File: src/rtl/rx_command_parser.sv
// Turns UART receiver bytes into range-checked game commands (1-byte 'N', 3-byte 'R'/'F' row col).
// One command is held on cmd_valid until accepted; malformed, late or unconsumed bytes are reported.
module rx_command_parser #(
  parameter int ROWS    = 16,
  parameter int COLS    = 16,
  parameter int TIMEOUT = 100000
) (
  input  logic       clock,
  input  logic       reset,
  input  logic       rxfinish,
  input  logic [7:0] rxdata,
  input  logic       cmd_ready,
  output logic       cmd_valid,
  output logic [1:0] cmd_op,
  output logic [7:0] cmd_row,
  output logic [7:0] cmd_col,
  output logic       cmd_error,
  output logic [1:0] err_code,
  output logic       overrun,
  output logic       busy
);

  localparam int            CW      = $clog2(TIMEOUT + 1);
  localparam logic [CW-1:0] TLOAD   = CW'(TIMEOUT - 1);
  localparam logic [7:0]    ROW_LIM = 8'(ROWS);
  localparam logic [7:0]    COL_LIM = 8'(COLS);

  localparam logic [7:0] OP_REVEAL = 8'h52;
  localparam logic [7:0] OP_FLAG   = 8'h46;
  localparam logic [7:0] OP_NEW    = 8'h4E;

  localparam logic [1:0] ERR_OPCODE  = 2'b01;
  localparam logic [1:0] ERR_RANGE   = 2'b10;
  localparam logic [1:0] ERR_TIMEOUT = 2'b11;

  typedef enum logic [1:0] {
    IDLE    = 2'd0,
    GOT_OP  = 2'd1,
    GOT_ROW = 2'd2,
    HOLD    = 2'd3
  } state_t;

  state_t        state_q;
  logic          rxfinish_q;
  logic [CW-1:0] timer_q;
  logic [1:0]    op_q;
  logic [7:0]    row_q;
  logic [7:0]    col_q;
  logic          valid_q;
  logic          error_q;
  logic [1:0]    code_q;
  logic          overrun_q;
  logic          busy_q;

  logic strobe;
  logic timer_zero;

  // rxfinish_q resets high (receiver idles high), so leaving reset is never a strobe.
  assign strobe     = rxfinish & ~rxfinish_q;
  assign timer_zero = (timer_q == '0);

  always_ff @(posedge clock) begin
    if (reset) begin
      state_q    <= IDLE;
      rxfinish_q <= 1'b1;
      timer_q    <= '0;
      op_q       <= 2'b00;
      row_q      <= 8'd0;
      col_q      <= 8'd0;
      valid_q    <= 1'b0;
      error_q    <= 1'b0;
      code_q     <= 2'b00;
      overrun_q  <= 1'b0;
      busy_q     <= 1'b0;
    end else begin
      rxfinish_q <= rxfinish;
      error_q    <= 1'b0;
      case (state_q)
        IDLE: begin
          if (strobe) begin
            case (rxdata)
              OP_NEW: begin
                state_q <= HOLD;
                op_q    <= 2'b10;
                row_q   <= 8'd0;
                col_q   <= 8'd0;
                valid_q <= 1'b1;
              end
              OP_REVEAL, OP_FLAG: begin
                state_q <= GOT_OP;
                op_q    <= (rxdata == OP_FLAG) ? 2'b01 : 2'b00;
                timer_q <= TLOAD;
                busy_q  <= 1'b1;
              end
              default: begin
                error_q <= 1'b1;
                code_q  <= ERR_OPCODE;
              end
            endcase
          end
        end
        GOT_OP: begin
          // A strobe on the last counter cycle still wins over the timeout.
          if (strobe) begin
            row_q   <= rxdata;
            state_q <= GOT_ROW;
            timer_q <= TLOAD;
          end else if (timer_zero) begin
            state_q <= IDLE;
            busy_q  <= 1'b0;
            error_q <= 1'b1;
            code_q  <= ERR_TIMEOUT;
          end else begin
            timer_q <= timer_q - CW'(1);
          end
        end
        GOT_ROW: begin
          if (strobe) begin
            col_q  <= rxdata;
            busy_q <= 1'b0;
            if ((row_q < ROW_LIM) && (rxdata < COL_LIM)) begin
              state_q <= HOLD;
              valid_q <= 1'b1;
            end else begin
              state_q <= IDLE;
              error_q <= 1'b1;
              code_q  <= ERR_RANGE;
            end
          end else if (timer_zero) begin
            state_q <= IDLE;
            busy_q  <= 1'b0;
            error_q <= 1'b1;
            code_q  <= ERR_TIMEOUT;
          end else begin
            timer_q <= timer_q - CW'(1);
          end
        end
        HOLD: begin
          if (cmd_ready) begin
            state_q <= IDLE;
            valid_q <= 1'b0;
          end
          // Bytes arriving while a command waits are dropped, even on the handshake cycle.
          if (strobe) begin
            overrun_q <= 1'b1;
          end else if (cmd_ready) begin
            overrun_q <= 1'b0;
          end
        end
        default: begin
          state_q <= IDLE;
          valid_q <= 1'b0;
          busy_q  <= 1'b0;
        end
      endcase
    end
  end

  assign cmd_valid = valid_q;
  assign cmd_op    = op_q;
  assign cmd_row   = row_q;
  assign cmd_col   = col_q;
  assign cmd_error = error_q;
  assign err_code  = code_q;
  assign overrun   = overrun_q;
  assign busy      = busy_q;

endmodule

File: config.mk
export PLATFORM = sky130hd
export DESIGN_NAME = rx_command_parser
export DESIGN_NICKNAME = d
export VERILOG_FILES = /design/src/rtl/rx_command_parser.sv
export SDC_FILE = /design/constraint.sdc
export NUM_CORES = 1
export LEC_CHECK = 0
export BUFFER_PORTS_ARGS = -buffer_cell sky130_fd_sc_hd__buf_2
export CORE_UTILIZATION = 50
export DETAILED_ROUTE_END_ITERATION = 10
export PLACE_DENSITY_LB_ADDON = 0.15
export SYNTH_ARGS = -nofsm -noshare
export SYNTH_HDL_FRONTEND = slang
export SYNTH_SLANG_ARGS = --single-unit
export TNS_END_PERCENT = 100
File: constraint.sdc
create_clock -name clock -period 5.4 [get_ports clock]
set_input_delay 1.08 -clock clock [delete_from_list [all_inputs] [get_ports clock]]
set_output_delay 1.08 -clock clock [all_outputs]
set_load 0.02 [all_outputs]
==> results.json <==
{
  "ys_seq_area_frac": 0.359,
  "worstPathRequired_ns": 5.59,
  "crit_family": "compound AO/OA/AOI/OAI gates",
  "die_w_um": 72.1,
  "clkSinkCount": 44,
  "gp_congestion": 0.870,
  "insertion_delay_ns": 0.29,
  "slew_viol_final": 0,
  "top_level_ports": 36,
  "ctsHoldBuffers": 0,
  "cpMaxStageDelayCell": "a21oi_1",
  "final_area_sq_um": 2800,
  "p_total_mw": 0.661,
  "synth-main-ff-cell": "dfxtp_1",
  "netlist_area_sq_um": 2450,
  "routed_wl_mm": 5.80,
  "hold_slack_ns": 0.497,
  "irDropWorstVdd_mv": 0.161,
  "reg2regPathDepth": 7,
  "path_buf_inv": 1,
  "placed_area_sq_um": 2670,
  "slew_headroom": 0.335,
  "cts_buffers": 5,
  "dpl.hpwl_mm": 4.18,
  "async_flop_share": 0,
  "ys_types": 58,
  "synth_fa_ha_area_frac": 0.0255,
  "cts_setup_buffers": 0,
  "period_share": 0.552,
  "yosys.area_share.xor_xnor": 0.00714,
  "ys_ff_latch": 44,
  "cp.arrival_ns": 3.17,
  "ant_nets": 0,
  "cp_slowest_stage_delay_ns": 0.85,
  "synth_warnings": 0,
  "min_period_ns": 2.98,
  "syn_inst": 284,
  "synth_top_area_share": 0.359,
  "grt_first_pass_wirelength_mm": 9.76,
  "rsz0062_at_grt": "no",
  "h-tree-depth": 2,
  "status": "finished, final reports clean",
  "end_kind": "register",
  "synth_area_per_cell_sq_um": 8.64,
  "clockBufferDepth": 2,
  "vias_per_cell": 5.87,
  "cp.depth": 6,
  "drv_cap": 0,
  "finalNonFillerCells": 381,
  "grt_max_degree": 33,
  "grt_pass1_vias": 2083,
  "yosysTopAreaCell": "dfxtp_1",
  "die_area_sq_um": 5190,
  "synth-edff-count": 0,
  "areaGrowthSynthToFinish_pct": 14.1,
  "rows": 25,
  "initial_utilization": 0.519,
  "drt_iter0_drc": 149,
  "critPathKind": "input pin to register",
  "r2r_slack_ns": 2.78,
  "grt_usage": 0.243,
  "cts.repair.resized": 0,
  "antenna_found_initial": 0,
  "finClkSkew_ns": 0.00655,
  "route.detailed.drc": 0,
  "core_area_sq_um": 4720,
  "muxShareOfSynthArea": 0.0780,
  "fin_ws_ns": 2.42,
  "clk_pin_slew_ns": 0.08,
  "antenna_cells": 0,
  "worst_setup_path_start_kind": "input pin",
  "synth_area_leaders": "dfxtp_1 (36%), mux2i_1 (7.3%), nor2_1 (5.2%)",
  "path_cells": "buf_2 > and3b_1 > nand4_1 > a21oi_1 > o21ai_0 > a32o_1",
  "dp_worst_setup_slack_ns": 2.18,
  "synthesis.nets": 301,
  "drive_gt1_frac": 0.185,
  "worstReg2RegEnd": "timer_q[16]",
  "synth_compound_gate_area_share": 0.210,
  "fin_util": 0.593,
  "io_buffers": 35,
  "layout_commonest_cell": "dfxtp_1",
  "crit_end": "timer_q[16]",
  "route.vias.total": 2237,
  "cts-root-buf": "clkbuf_8",
  "setup_violations": 0,
  "grt_overflow": 0,
  "tns_ns": 0,
  "hold_viol": 0,
  "power.density_nw_per_um2": 236,
  "worstHoldPathType": "register to register",
  "yosys.area_share.simple": 0.285,
  "fmax_ghz": 0.336,
  "synth_top_family_by_area": "simple AND/OR/NAND/NOR gates",
  "leakage_nw": 1.07,
  "routedWlPerCell_um": 15.2,
  "drtPass1Iterations": 4,
  "fin_nets": 331,
  "die_h_um": 72.1,
  "cp-startpoint": "rxdata[0]",
  "layout_common_cells": "dfxtp_1 (44), buf_2 (35), nor2_1 (34)",
  "reg2reg_from": "state_q[0]",
  "dp_cells": 374,
  "cp_max_fo": 12,
  "cts_tree": "yes",
  "tightest_slew_ns": 0.972
}
## cells in the mapped netlist, types with 3 or more instances
cell type	count
nand2b_1	5
a21oi_1	20
dfxtp_1	44
o21ai_0	7
ha_1	5
or2_2	3
nor2b_1	4
and2_1	16
nor2_1	34
inv_1	10
nor4_1	7
or4_4	3
nand3b_1	4
nand2_1	8
a211oi_1	5
nor3b_1	3
mux2i_1	18
clkbuf_1	12
o41ai_1	4
nor3_1	10
a311oi_1	7
o31ai_1	5
or4_1	6
## report_power, final
part	switching (mW)	internal, mW
registers	0.00182	0.326
clock network	0.108	0.182
logic	0.0280	0.0150
total	0.137	0.523
## routing by layer
metal / part of all wire / track usage / up-vias
li1: - / - / 1122
met2: 0.50 / 0.411 / 72
met3: 0.061 / 0.0514 / 12
met1: 0.42 / 0.298 / 1031
met4: 0.022 / 0.109 / 0
met5: 0 / 0 / -
## layout make-up
cell class,count,area [sq um]
multi-input cells,217,1490
repair buffers,36,183
flip-flops and latches,44,881
inverters,10,37.5
well taps,67,83.8
fillers,429,1920
clock buffers,5,68.8
clock inverters,2,60.1
## worst min-delay path, cell delays in order (launching register included)
cell      delay, ns
dfxtp_1        0.32
inv_1          0.06
a221oi_1       0.07
## cells by family (layout without fill, tap and decap cells)
group                    after synthesis  in the layout
XOR/XNOR                               2              2
AO/OA/AOI/OAI                         70             70
flip-flops                            44             44
multiplexers                          19             19
buffers and inverters                 23             53
adder cells (fa/ha/maj)                5              5
AND/OR/NAND/NOR                      121            121
## flip-flops by register name, indices dropped and copies added, names as in the netlist
signal      flops
cmd_row         8
cmd_valid       1
busy            1
overrun         1
timer_q        17
rxfinish_q      1
cmd_col         8
err_code        2
cmd_op          2
state_q         2
cmd_error       1
## worst min-delay path by stage
stage / startpoint / to / slack [ns] / cells after the start
CTS: cmd_col[1] / cmd_col[1] / 0.50 / 2
detailed placement: cmd_col[5] / cmd_col[5] / 0.48 / 2
global route: cmd_row[3] / cmd_row[3] / 0.52 / 2
global placement: cmd_col[2] / cmd_col[2] / 0.47 / 2
finish: cmd_op[1] / cmd_op[1] / 0.50 / 2
floorplan: timer_q[15] / timer_q[15] / 0.46 / 1
Power figures use the tool's default switching activity.
